$ cat src/rtl/booth_mul.sv
// Sequential radix-2 Booth multiplier for signed WIDTH-bit operands; one iteration per clock.
// Optional macro BOOTH_MUL_ZERO_SKIP_EN: zero operands finish in a single cycle.
module booth_mul #(
  parameter int WIDTH = 8
) (
  input  logic               clk,
  input  logic               rst,
  input  logic               start,
  input  logic [WIDTH-1:0]   multiplicand,
  input  logic [WIDTH-1:0]   multiplier,
  output logic               busy,
  output logic               done,
  output logic [2*WIDTH-1:0] product
);

  localparam int CW = $clog2(WIDTH + 1);
  localparam logic [0:0] IDLE = 1'b0;
  localparam logic [0:0] CALC = 1'b1;

  logic [0:0]       state;
  logic [WIDTH:0]   acc;
  logic [WIDTH:0]   mcand;
  logic [WIDTH-1:0] mplier;
  logic             q_m1;
  logic [CW-1:0]    count;

  logic [WIDTH:0]   sum;
  logic [WIDTH:0]   acc_next;
  logic [WIDTH-1:0] mplier_next;
  logic             zero_op;

`ifdef BOOTH_MUL_ZERO_SKIP_EN
  assign zero_op = (multiplicand == {WIDTH{1'b0}}) || (multiplier == {WIDTH{1'b0}});
`else
  assign zero_op = 1'b0;
`endif

  // Booth add/subtract in WIDTH+1 bits, then arithmetic shift of {acc, mplier, q_m1}
  always_comb begin
    sum = acc;
    case ({mplier[0], q_m1})
      2'b01:   sum = acc + mcand;
      2'b10:   sum = acc - mcand;
      default: sum = acc;
    endcase
    acc_next    = {sum[WIDTH], sum[WIDTH:1]};
    mplier_next = {sum[0], mplier[WIDTH-1:1]};
  end

  always_ff @(posedge clk) begin
    if (rst) begin
      state   <= IDLE;
      busy    <= 1'b0;
      done    <= 1'b0;
      product <= {(2*WIDTH){1'b0}};
      acc     <= {(WIDTH+1){1'b0}};
      mcand   <= {(WIDTH+1){1'b0}};
      mplier  <= {WIDTH{1'b0}};
      q_m1    <= 1'b0;
      count   <= {CW{1'b0}};
    end else begin
      done <= 1'b0;
      case (state)
        IDLE: begin
          if (start) begin
            state <= CALC;
            busy  <= 1'b1;
            acc   <= {(WIDTH+1){1'b0}};
            q_m1  <= 1'b0;
            // A zero operand runs one all-zero iteration so the product comes out as 0
            if (zero_op) begin
              mcand  <= {(WIDTH+1){1'b0}};
              mplier <= {WIDTH{1'b0}};
              count  <= CW'(1);
            end else begin
              mcand  <= {multiplicand[WIDTH-1], multiplicand};
              mplier <= multiplier;
              count  <= CW'(WIDTH);
            end
          end
        end
        CALC: begin
          acc    <= acc_next;
          mplier <= mplier_next;
          q_m1   <= mplier[0];
          count  <= count - CW'(1);
          if (count == CW'(1)) begin
            state   <= IDLE;
            busy    <= 1'b0;
            done    <= 1'b1;
            product <= {acc_next[WIDTH-1:0], mplier_next};
          end
        end
        default: begin
          state <= IDLE;
          busy  <= 1'b0;
        end
      endcase
    end
  end

endmodule

$ cat config.mk
export PLATFORM = sky130hd
export DESIGN_NAME = booth_mul
export DESIGN_NICKNAME = d
export VERILOG_FILES = /design/src/rtl/booth_mul.sv
export SDC_FILE = /design/constraint.sdc
export NUM_CORES = 1
export LEC_CHECK = 0
export BUFFER_PORTS_ARGS = -buffer_cell sky130_fd_sc_hd__buf_2
export CAP_MARGIN = 20
export CELL_PAD_IN_SITES_DETAIL_PLACEMENT = 1
export CELL_PAD_IN_SITES_GLOBAL_PLACEMENT = 2
export CORE_UTILIZATION = 30
export DETAILED_ROUTE_END_ITERATION = 8
export PLACE_DENSITY_LB_ADDON = 0.1
export SYNTH_ARGS = -nofsm -noshare
export SYNTH_HDL_FRONTEND = slang
export SYNTH_SLANG_ARGS = --single-unit
$ cat constraint.sdc
create_clock -name clk -period 4.6 [get_ports clk]
set_input_delay 0.92 -clock clk [delete_from_list [all_inputs] [get_ports clk]]
set_output_delay 0.92 -clock clk [all_outputs]
set_load 0.03 [all_outputs]
# Yosys cells after proc, flatten, opt, wreduce, memory -nomap -nowiden
# Index checks and enable logic that the tools add are counted.
totals:
  register_bits: 49
  input_bits: 19
  out_inout_bits: 18
  wordCells: 38
classes:
  addsub: 3
  n_eq_ne: 5
  n_mux: 16
  bitwise: 1
  n_reduce_logical: 4
op_table:
  columns: ["op", "count"]
  rows:
  - ["case mux 9 bit (2 select lines)", 2]
  - ["case mux 8 bit (2 select lines)", 1]
  - ["adder 9 bit", 1]
  - ["2-to-1 mux 9 bit", 1]
  - ["subtractor 9 bit", 1]
  - ["2-to-1 mux 8 bit", 1]
  - ["case mux 4 bit (2 select lines)", 1]
  - ["2-to-1 mux 1 bit", 6]
  - ["case mux 1 bit (2 select lines)", 3]
  - ["AND reduction 2 bit", 3]
  - ["== test 4 x 1 -> 1 bit, second input constant", 1]
  - ["2-to-1 mux 4 bit", 1]
  - ["subtractor 4 x 1 -> 4 bit, second input constant", 1]
  - ["== test 2 x 1 -> 1 bit, second input constant", 1]
  - ["== test 2 bit, second input constant", 1]
  - ["!= test 2 x 1 -> 1 bit, second input constant", 1]
  - ["!= test 2 bit, second input constant", 1]
  - ["OR reduction 2 bit", 1]
  - ["inverter 1 bit", 1]

# Longest topological paths before layout
# Gate-level depths: netlist (run 1).
logic_depth:
  depth_word: 3
  depth_mapped: 11
  ltp_nobuf: 10

# Worst setup path before layout (run 1)
# No wires, ideal clock.
synth_timing:
  path_type: "register -> register"
  from: "register mcand[0]"
  to: "register product[15]"
  setup_ns: 0.120
  arrival_ns: 2.464
  required_time_ns: 4.480
  setup_slack_ns: 2.016
  stages_incl_launch_ff: 10
  n_path_buf: 0
  period_less_slack_ns: 2.584
  path_cell_list: "dfxtp_1 > inv_1 > ha_1 > mux2_2 > fa_1 > nand2b_1 > a211oi_1 > o21ai_0 > and4_4 > o31a_1"
synth_via:
  elab_chain_len: 2
  word_cells_on_any_way: 3
  cone_classes: "2 x add/sub; 1 x mux"
synth_lines:
  columns: ["element", "line_no", "source"]
  rows:
  - ["start: declaration", "22", "logic [WIDTH:0] mcand;"]
  - ["start signal: assignment", "57", "mcand <= {(WIDTH+1){1'b0}};"]
  - ["start signal: assignment", "72", "mcand <= {(WIDTH+1){1'b0}};"]
  - ["start signal: assignment", "76", "mcand <= {multiplicand[WIDTH-1], multiplicand};"]
  - ["subtractor 9 bit / adder 9 bit (equally long branches)", "43, 42", null]
  - ["case mux 9 bit (2 select lines) (*)", "41", "case ({mplier[0], q_m1})"]
  - ["end signal: assignment", "55", "product <= {(2*WIDTH){1'b0}};"]
  - ["end signal: assignment", "91", "product <= {acc_next[WIDTH-1:0], mplier_next};"]
  - ["end: declaration", "13", "output logic [2*WIDTH-1:0] product"]
# Mark *: on every way between the ends. The rest lies on a longest branch, timed or not.
# A chain may end at the register's enable or synchronous reset.

# Final worst setup path (run 1)
layout_timing:
  from: "register mplier[0]"
  to: "register product[15]"
layout_via:
  elab_chain_len: 2
  word_cells_on_any_way: 3
  cone_classes: "2 x eq/ne; 1 x mux"
layout_lines:
  columns: ["element", "line_no", "source"]
  rows:
  - ["start: declaration", "23", "logic [WIDTH-1:0] mplier;"]
  - ["start signal: assignment", "58", "mplier <= {WIDTH{1'b0}};"]
  - ["start signal: assignment", "73", "mplier <= {WIDTH{1'b0}};"]
  - ["start signal: assignment", "77", "mplier <= multiplier;"]
  - ["== test 2 bit / == test 2 x 1 -> 1 bit (equally long branches)", "41", null]
  - ["case mux 9 bit (2 select lines) (*)", "41", null]
# Marked as above.

==> qor.yml, run 1 <==
synthesis:
  syn_nets: 343
  synth_mux_area_share_pct: 4.552
  yosysTopAreaCell: "dfxtp_1"
  synthAdderAreaFrac_pct: 6.879
  synth_top_family_by_area: "simple AND/OR/NAND/NOR gates"
  synth-compound-area-share_pct: 20.28
  avgSynthCellArea_um2: 7.954
  synth.distinct_cells: 45
  synthXorXnorAreaFrac_pct: 3.187
  synthTopCellsByArea: "dfxtp_1 (39%), a21oi_1 (7.7%), nor2_1 (6.7%), nand2_1 (6.2%), ha_1 (6.1%)"
  synth-simple-area-share_pct: 20.89
  yosysSeqAreaShare_pct: 38.85
  yosysWarnings: 0
  syn_inst: 311
  synth_area_mm2: 0.002474
  ys_ff_latch: 48
  synthDominantCellAreaShare_pct: 38.85
cts:
  clk_pin_slew_worst_paths_ns: 0.09
  clock_latency_ns: 0.31
  root_buffer: "clkbuf_8"
  cts_setup_buffers: 0
  clockBufferDepth: 2
  cts_resized: 0
  clock-sinks: 48
  cts_inserted_buffers: 5
  htree_levels: 2
  postCtsHoldBufs: 0
  cts_tree: "built"
global_route:
  grt_pass1_wl_um: 11010
  first_global_vias: 2239
  grt_overflow_total: 0
  grt_max_degree: 48
  antenna_found_initial: 0
  grtUsageTotal_pct: 16.32
die:
  die_y_um: 92.81
  die-area_mm2: 0.008613
  fp.dieW_um: 92.81
  start_util_pct: 31.52
  ioPinCount: 37
  core_mm2: 0.007848
  rows: 32
sta:
  finalSetupTns_ns: 0
  hold_violations: 0
  min_period_ns: 2.947
  max_freq_mhz: 339.4
  worst_slew_pin_slew_ns: 0.8900
  post-route-period-util_pct: 64.06
  holdWs_ns: 0.4570
  maxSlewViolCount: 0
  rsz0062_at_grt: "no"
  relSlewSlack_pct: 40.67
  setup_violations: 0
  fin_skew_ns: 0.008333
pwr:
  powerDensity_mw_per_mm2: 358.5
  cellLeakagePower_nw: 1.147
  finalPower_mw: 1.014
  vdd_drop_max_mv: 0.1307
placement:
  port_buffers: 36
  hpwl_um: 4636
  gp_congestion: 0.8130
final_layout:
  antenna-diode-count: 0
  seq_area_um2: 960.9
  nets: 371
  multi_input_area_mm2: 0.001380
  drive_above_1_share_pct: 15.00
  fill_cells: 975
  area_growth_pct: 14.31
route:
  drtIter0Drc: 82
  drt_first_pass_iters: 4
  ant_nets: 0
  vias: 2202
  wl_um: 6521
  drc: 0
  via_per_inst: 4.982
  avgRoutedWirePerCell_um: 14.75
critical_path:
  cp-end-kind: "flop"
  path_cells: "ha_1 -> mux2_2 -> fa_1 -> nand2b_1 -> a211oi_1 -> o21ai_0 -> and4_4 -> o31a_1"
  path_max_fanout: 8
  worst_ep_required_time_ns: 4.80
  slowest_delay_ns: 0.43
  worst_setup_path_start_kind: "flop"
  critPathSlowestCell: "fa_1"
  arrival_ns: 3.15
  path_class: "flop to flop"
worst_hold_path:
  hp-class: "flop to flop"
run_status:
  status: "finished, final reports clean"
flow_run:
  maxCapViolations: 0
==> where the power goes <==
group          total (mW)  internal (mW)  leakage, nW  switching [mW]
Clock               0.310          0.162       0.0552           0.148
Sequential          0.455          0.436        0.391          0.0194
Combinational       0.249         0.0999        0.700           0.149
==> path summary, 6_finish.rpt <==
kind,startpoint,endpoint,slack [ns],depth (start not counted)
worst min register to register,product[2]$_SDFFE_PP0P_,product[2]$_SDFFE_PP0P_,0.46,2
worst min-delay path,product[2]$_SDFFE_PP0P_,product[2]$_SDFFE_PP0P_,0.46,2
worst max register to register,mplier[0]$_SDFFE_PP0P_,product[15]$_SDFFE_PP0P_,1.65,8
worst max-delay path,mplier[0]$_SDFFE_PP0P_,product[15]$_SDFFE_PP0P_,1.65,8
==> synth_stat cells <==
cell type	count
dfxtp_1	48
nor2_1	44
nand2_1	41
a21oi_1	38
inv_1	17
clkbuf_1	12
ha_1	12
nor3_1	10
mux2i_1	9
o21ai_0	9
a211oi_1	6
xnor2_1	6
a31oi_1	5
nand3_1	4
nand3b_1	4
a21o_1	3
a311oi_1	3
nor2b_1	3
o211ai_1	3
xor2_1	3
a31o_1	2
buf_1	2
mux2_2	2
nand2b_1	2
nand4_1	2
o31a_1	2
a2111oi_0	1
a211o_1	1
a221oi_1	1
a31o_2	1
a32oi_1	1
a41oi_1	1
and2_1	1
and3_1	1
and4_4	1
buf_2	1
buf_6	1
fa_1	1
nor4_2	1
o21a_1	1
o21ba_2	1
o22ai_1	1
o31ai_1	1
or3_1	1
or3_4	1
==> final cells by class <==
type	instances	share of cell area (%)
Clock inverter	2	1.239
Clock buffer	6	2.566
Sequential cell	48	33.98
Tap cell	102	4.513
Multi-Input combinational cell	230	48.81
Inverter	17	2.257
Timing Repair Buffer	37	6.637
==> layer usage <==
layer / wire length (um) / vias up / GRT usage [%] / part of all wire, %
li1: - / 1130 / - / -
met1: 3242 / 1038 / 21.06 / 50
met4: 61 / 0 / 4.231 / 0.94
met5: 0 / - / 0 / 0
met3: 157 / 4 / 3.202 / 2.4
met2: 3060 / 30 / 27.63 / 47
==> sequential cells by signal, indices dropped and copies added, names as in the netlist <==
name and flops:
product 16, acc 8, mcand 8, mplier 8
count 4, busy 1, done 1, q_m1 1
state 1
==> through the flow <==
step	util, %	std cells	instance area (um^2)	setup slack, ns
global route	36.03	442	2828	1.502
finish	36.03	442	2828	1.653
global placement	34.66	434	2720	1.798
floorplan	-	311	2474	2.016
detailed placement	34.66	434	2720	1.665
CTS	36.03	442	2828	1.654
==> worst max-delay path, delay by kind of cell (launching register included) <==
kind / cells / cell delay, ns
AO/OA/AOI/OAI: 3 / 0.84
adder cells (fa/ha/maj): 2 / 0.78
AND/OR/NAND/NOR: 2 / 0.46
multiplexers: 1 / 0.41
flip-flops: 1 / 0.37
==> cell usage in the layout, fill, tap and decap left out, types with 2 or more instances in the layout <==
cell      count
a211oi_1      6
a21o_1        3
a21oi_1      38
a311oi_1      3
a31o_1        2
a31oi_1       5
buf_2        36
clkbuf_8      5
dfxtp_1      48
ha_1         12
inv_1        17
mux2_2        2
mux2i_1       9
nand2_1      41
nand2b_1      2
nand3_1       4
nand3b_1      4
nand4_1       2
nor2_1       44
nor2b_1       3
nor3_1       10
o211ai_1      3
o21ai_0       9
o31a_1        2
xnor2_1       6
xor2_1        3
==> kinds of logic (layout without fill, tap and decap cells) <==
kind of cell	Yosys count	count (layout)
buf+inv	33	62
compound gates	81	81
simple gates	116	116
flops	48	48
fa+ha+maj	13	13
xor+xnor	9	9
mux	11	11
Power figures use the tool's default switching activity.
==> run 2: changes to the inputs <==
ABC_AREA = 1   (was default)
clock period = 2.8 ns   (was 4.6 ns; I/O delays follow)
==> qor.yml, run 2 <==
run_status:
  status: "finished, final reports clean"
route:
  avgRoutedWirePerCell_um: 13.65
  drt_first_pass_iters: 4
  wl_um: 6551
  vias: 2286
  via_per_inst: 4.763
  drtIter0Drc: 39
  ant_nets: 0
  drc: 0
critical_path:
  arrival_ns: 2.69
  slowest_delay_ns: 0.38
  worst_ep_required_time_ns: 2.98
  worst_setup_path_start_kind: "flop"
  crit_family: "simple AND/OR/NAND/NOR gates"
  cp_num_buf_inv: 5
  path_cells: "inv_1 -> ha_1 -> inv_1 -> nor2_2 -> inv_1 -> o21ai_0 -> xnor2_1 -> inv_1 -> ha_1 -> nand2_1 -> nor2_1 -> nand2_1 -> nand2_2 -> inv_1 -> nand2_2 -> nand3_1 -> nand2_1 -> nand2_1 -> nand2_1 -> a21oi_2"
  path_max_fanout: 6
  cp-end-kind: "flop"
  path_class: "flop to flop"
  critPathSlowestCell: "ha_1"
final_layout:
  seq_area_um2: 960.9
  largest-register: "product"
  drive_above_1_share_pct: 16.93
  final_cell_mix: "nand2_1 (96), dfxtp_1 (48), inv_1 (39)"
  nets: 410
  area_growth_pct: 14.02
  antenna-diode-count: 0
  largest_reg_flops: 16
  multi_input_area_mm2: 0.001274
  fill_cells: 1028
  final_common_cell: "nand2_1"
sta:
  worst_slew_pin_slew_ns: 0.8041
  min_period_ns: 2.511
  maxSlewViolCount: 0
  relSlewSlack_pct: 46.19
  rsz0062_at_grt: "no"
  setup_ws_ns: 0.2892
  post-route-period-util_pct: 89.67
  hold_violations: 0
  setup_violations: 0
  fin_skew_ns: 0.006981
  finalSetupTns_ns: 0
  max_freq_mhz: 398.3
placement:
  dp_slack_ns: 0.1765
  port_buffers: 36
  hpwl_um: 5023
  gp_congestion: 0.7714
synthesis:
  yosysSeqAreaShare_pct: 38.73
  ys_ff_latch: 48
  synth_commonest_cells: "nand2_1 (96), dfxtp_1 (48), inv_1 (39)"
  synthTopCellsByArea: "dfxtp_1 (39%), nand2_1 (15%), ha_1 (6.1%), inv_1 (5.9%), nand3_1 (5.8%)"
  synth_ff_type: "dfxtp_1"
  avgSynthCellArea_um2: 7.234
  yosysMostFrequentCell: "nand2_1"
  synth_area_mm2: 0.002481
  synthDominantCellAreaShare_pct: 38.73
  synth.distinct_cells: 40
  syn_nets: 375
  synth_enable_flop_cells: 0
  syn_inst: 343
  synthArstFlopShare_pct: 0
  yosysTopAreaCell: "dfxtp_1"
  yosysWarnings: 0
pwr:
  vdd_drop_max_mv: 0.2073
  powerDensity_mw_per_mm2: 540.0
  cellLeakagePower_nw: 1.345
die:
  start_util_pct: 31.62
  fp.dieW_um: 92.94
  rows: 32
  die_y_um: 92.94
  die-area_mm2: 0.008638
  ioPinCount: 37
  core_mm2: 0.007848
cts:
  cts_tree: "built"
  clockBufferDepth: 2
  htree_levels: 2
  postCtsHoldBufs: 0
  cts_setup_buffers: 0
  cts_inserted_buffers: 5
  clock_latency_ns: 0.30
  clk_pin_slew_worst_paths_ns: 0.09
  clock-sinks: 48
  root_buffer: "clkbuf_8"
global_route:
  antenna_found_initial: 0
  grtUsageTotal_pct: 16.60
  grt_pass1_wl_um: 11410
  grt_overflow_total: 0
  first_global_vias: 2353
  grt_max_degree: 20
worst_hold_path:
  hp-class: "flop to flop"
flow_run:
  maxCapViolations: 0
-- run 2: cell count changes after synthesis, sizes merged, moves of 15 or more --
cell   previous run  this run
o21ai             9        24
nand2            41        98
nor2             44        25
a21oi            38        20
inv              17        42
nand3             4        31
-- run 2: final timing paths --
path	from	to	slack, ns	depth (start not counted)
setup / recovery	mcand[0]$_SDFFE_PP0P_	acc[7]$_SDFFE_PP0P_	0.29	20
hold / removal	product[5]$_SDFFE_PP0P_	product[5]$_SDFFE_PP0P_	0.47	2
setup reg to reg	mcand[0]$_SDFFE_PP0P_	acc[7]$_SDFFE_PP0P_	0.29	20
hold reg to reg	product[5]$_SDFFE_PP0P_	product[5]$_SDFFE_PP0P_	0.47	2
-- run 2: repair_timing --
action / 4_1_cts / 5_1_grt
gates resized for setup: 0 / 2
endpoints found under the hold margin: 0 / 0
endpoints found under the setup margin: 0 / 3
-- run 2: routing by layer --
layer | wire length, um | part of all wire, % | vias up | track usage [%]
met4 | 75 | 1.1 | 0 | 3.590
met1 | 3410 | 52 | 1087 | 22.48
met5 | 0 | 0 | - | 0
met3 | 135 | 2.1 | 6 | 2.874
li1 | - | - | 1169 | -
met2 | 2929 | 45 | 24 | 27.45
-- run 2: logic make-up after synthesis --
group / Yosys count / share of synthesized area [%]
AND/OR/NAND/NOR: 163 / 27.99
AO/OA/AOI/OAI: 57 / 13.77
buffers and inverters: 55 / 10.19
flip-flops: 48 / 38.73
adder cells (fa/ha/maj): 13 / 6.858
XOR/XNOR: 7 / 2.471
-- run 2: area by class of cell --
class,count,share of cell area [%]
clock buffers,6,2.919
clock inverters,1,0.3096
inverters,42,5.573
multi-input cells,240,45.02
flip-flops and latches,48,33.97
well taps,102,4.511
repair buffers,41,7.696
-- run 2: tightest hold or removal path: stages (launching register included) --
cell and delay, ns:
dfxtp_1 0.32, nand3_1 0.07, nand2_1 0.05
-- run 2: per-stage QoR --
stage / hold WS (ns) / std cells / total power [mW] / area [um^2] / utilization (%)
6_report: 0.4703 / 480 / 1.528 / 2829 / 36.05
5_1_grt: 0.5078 / 480 / 1.631 / 2829 / 36.05
4_1_cts: 0.4755 / 480 / 1.548 / 2823 / 35.97
3_5_place_dp: 0.4596 / 473 / 1.111 / 2731 / 34.81
3_3_place_gp: 0.4514 / 473 / 1.107 / 2731 / 34.81
2_1_floorplan: 0.4355 / 343 / 1.021 / 2481 / -
-- run 2: report_power, final --
part           switching (mW)  leakage [nW]  internal, mW  total [mW]
Combinational           0.223         0.906         0.130       0.353
Clock                   0.239        0.0473         0.198       0.437
Sequential             0.0254         0.391         0.712       0.738
Total                   0.488          1.34          1.04        1.53
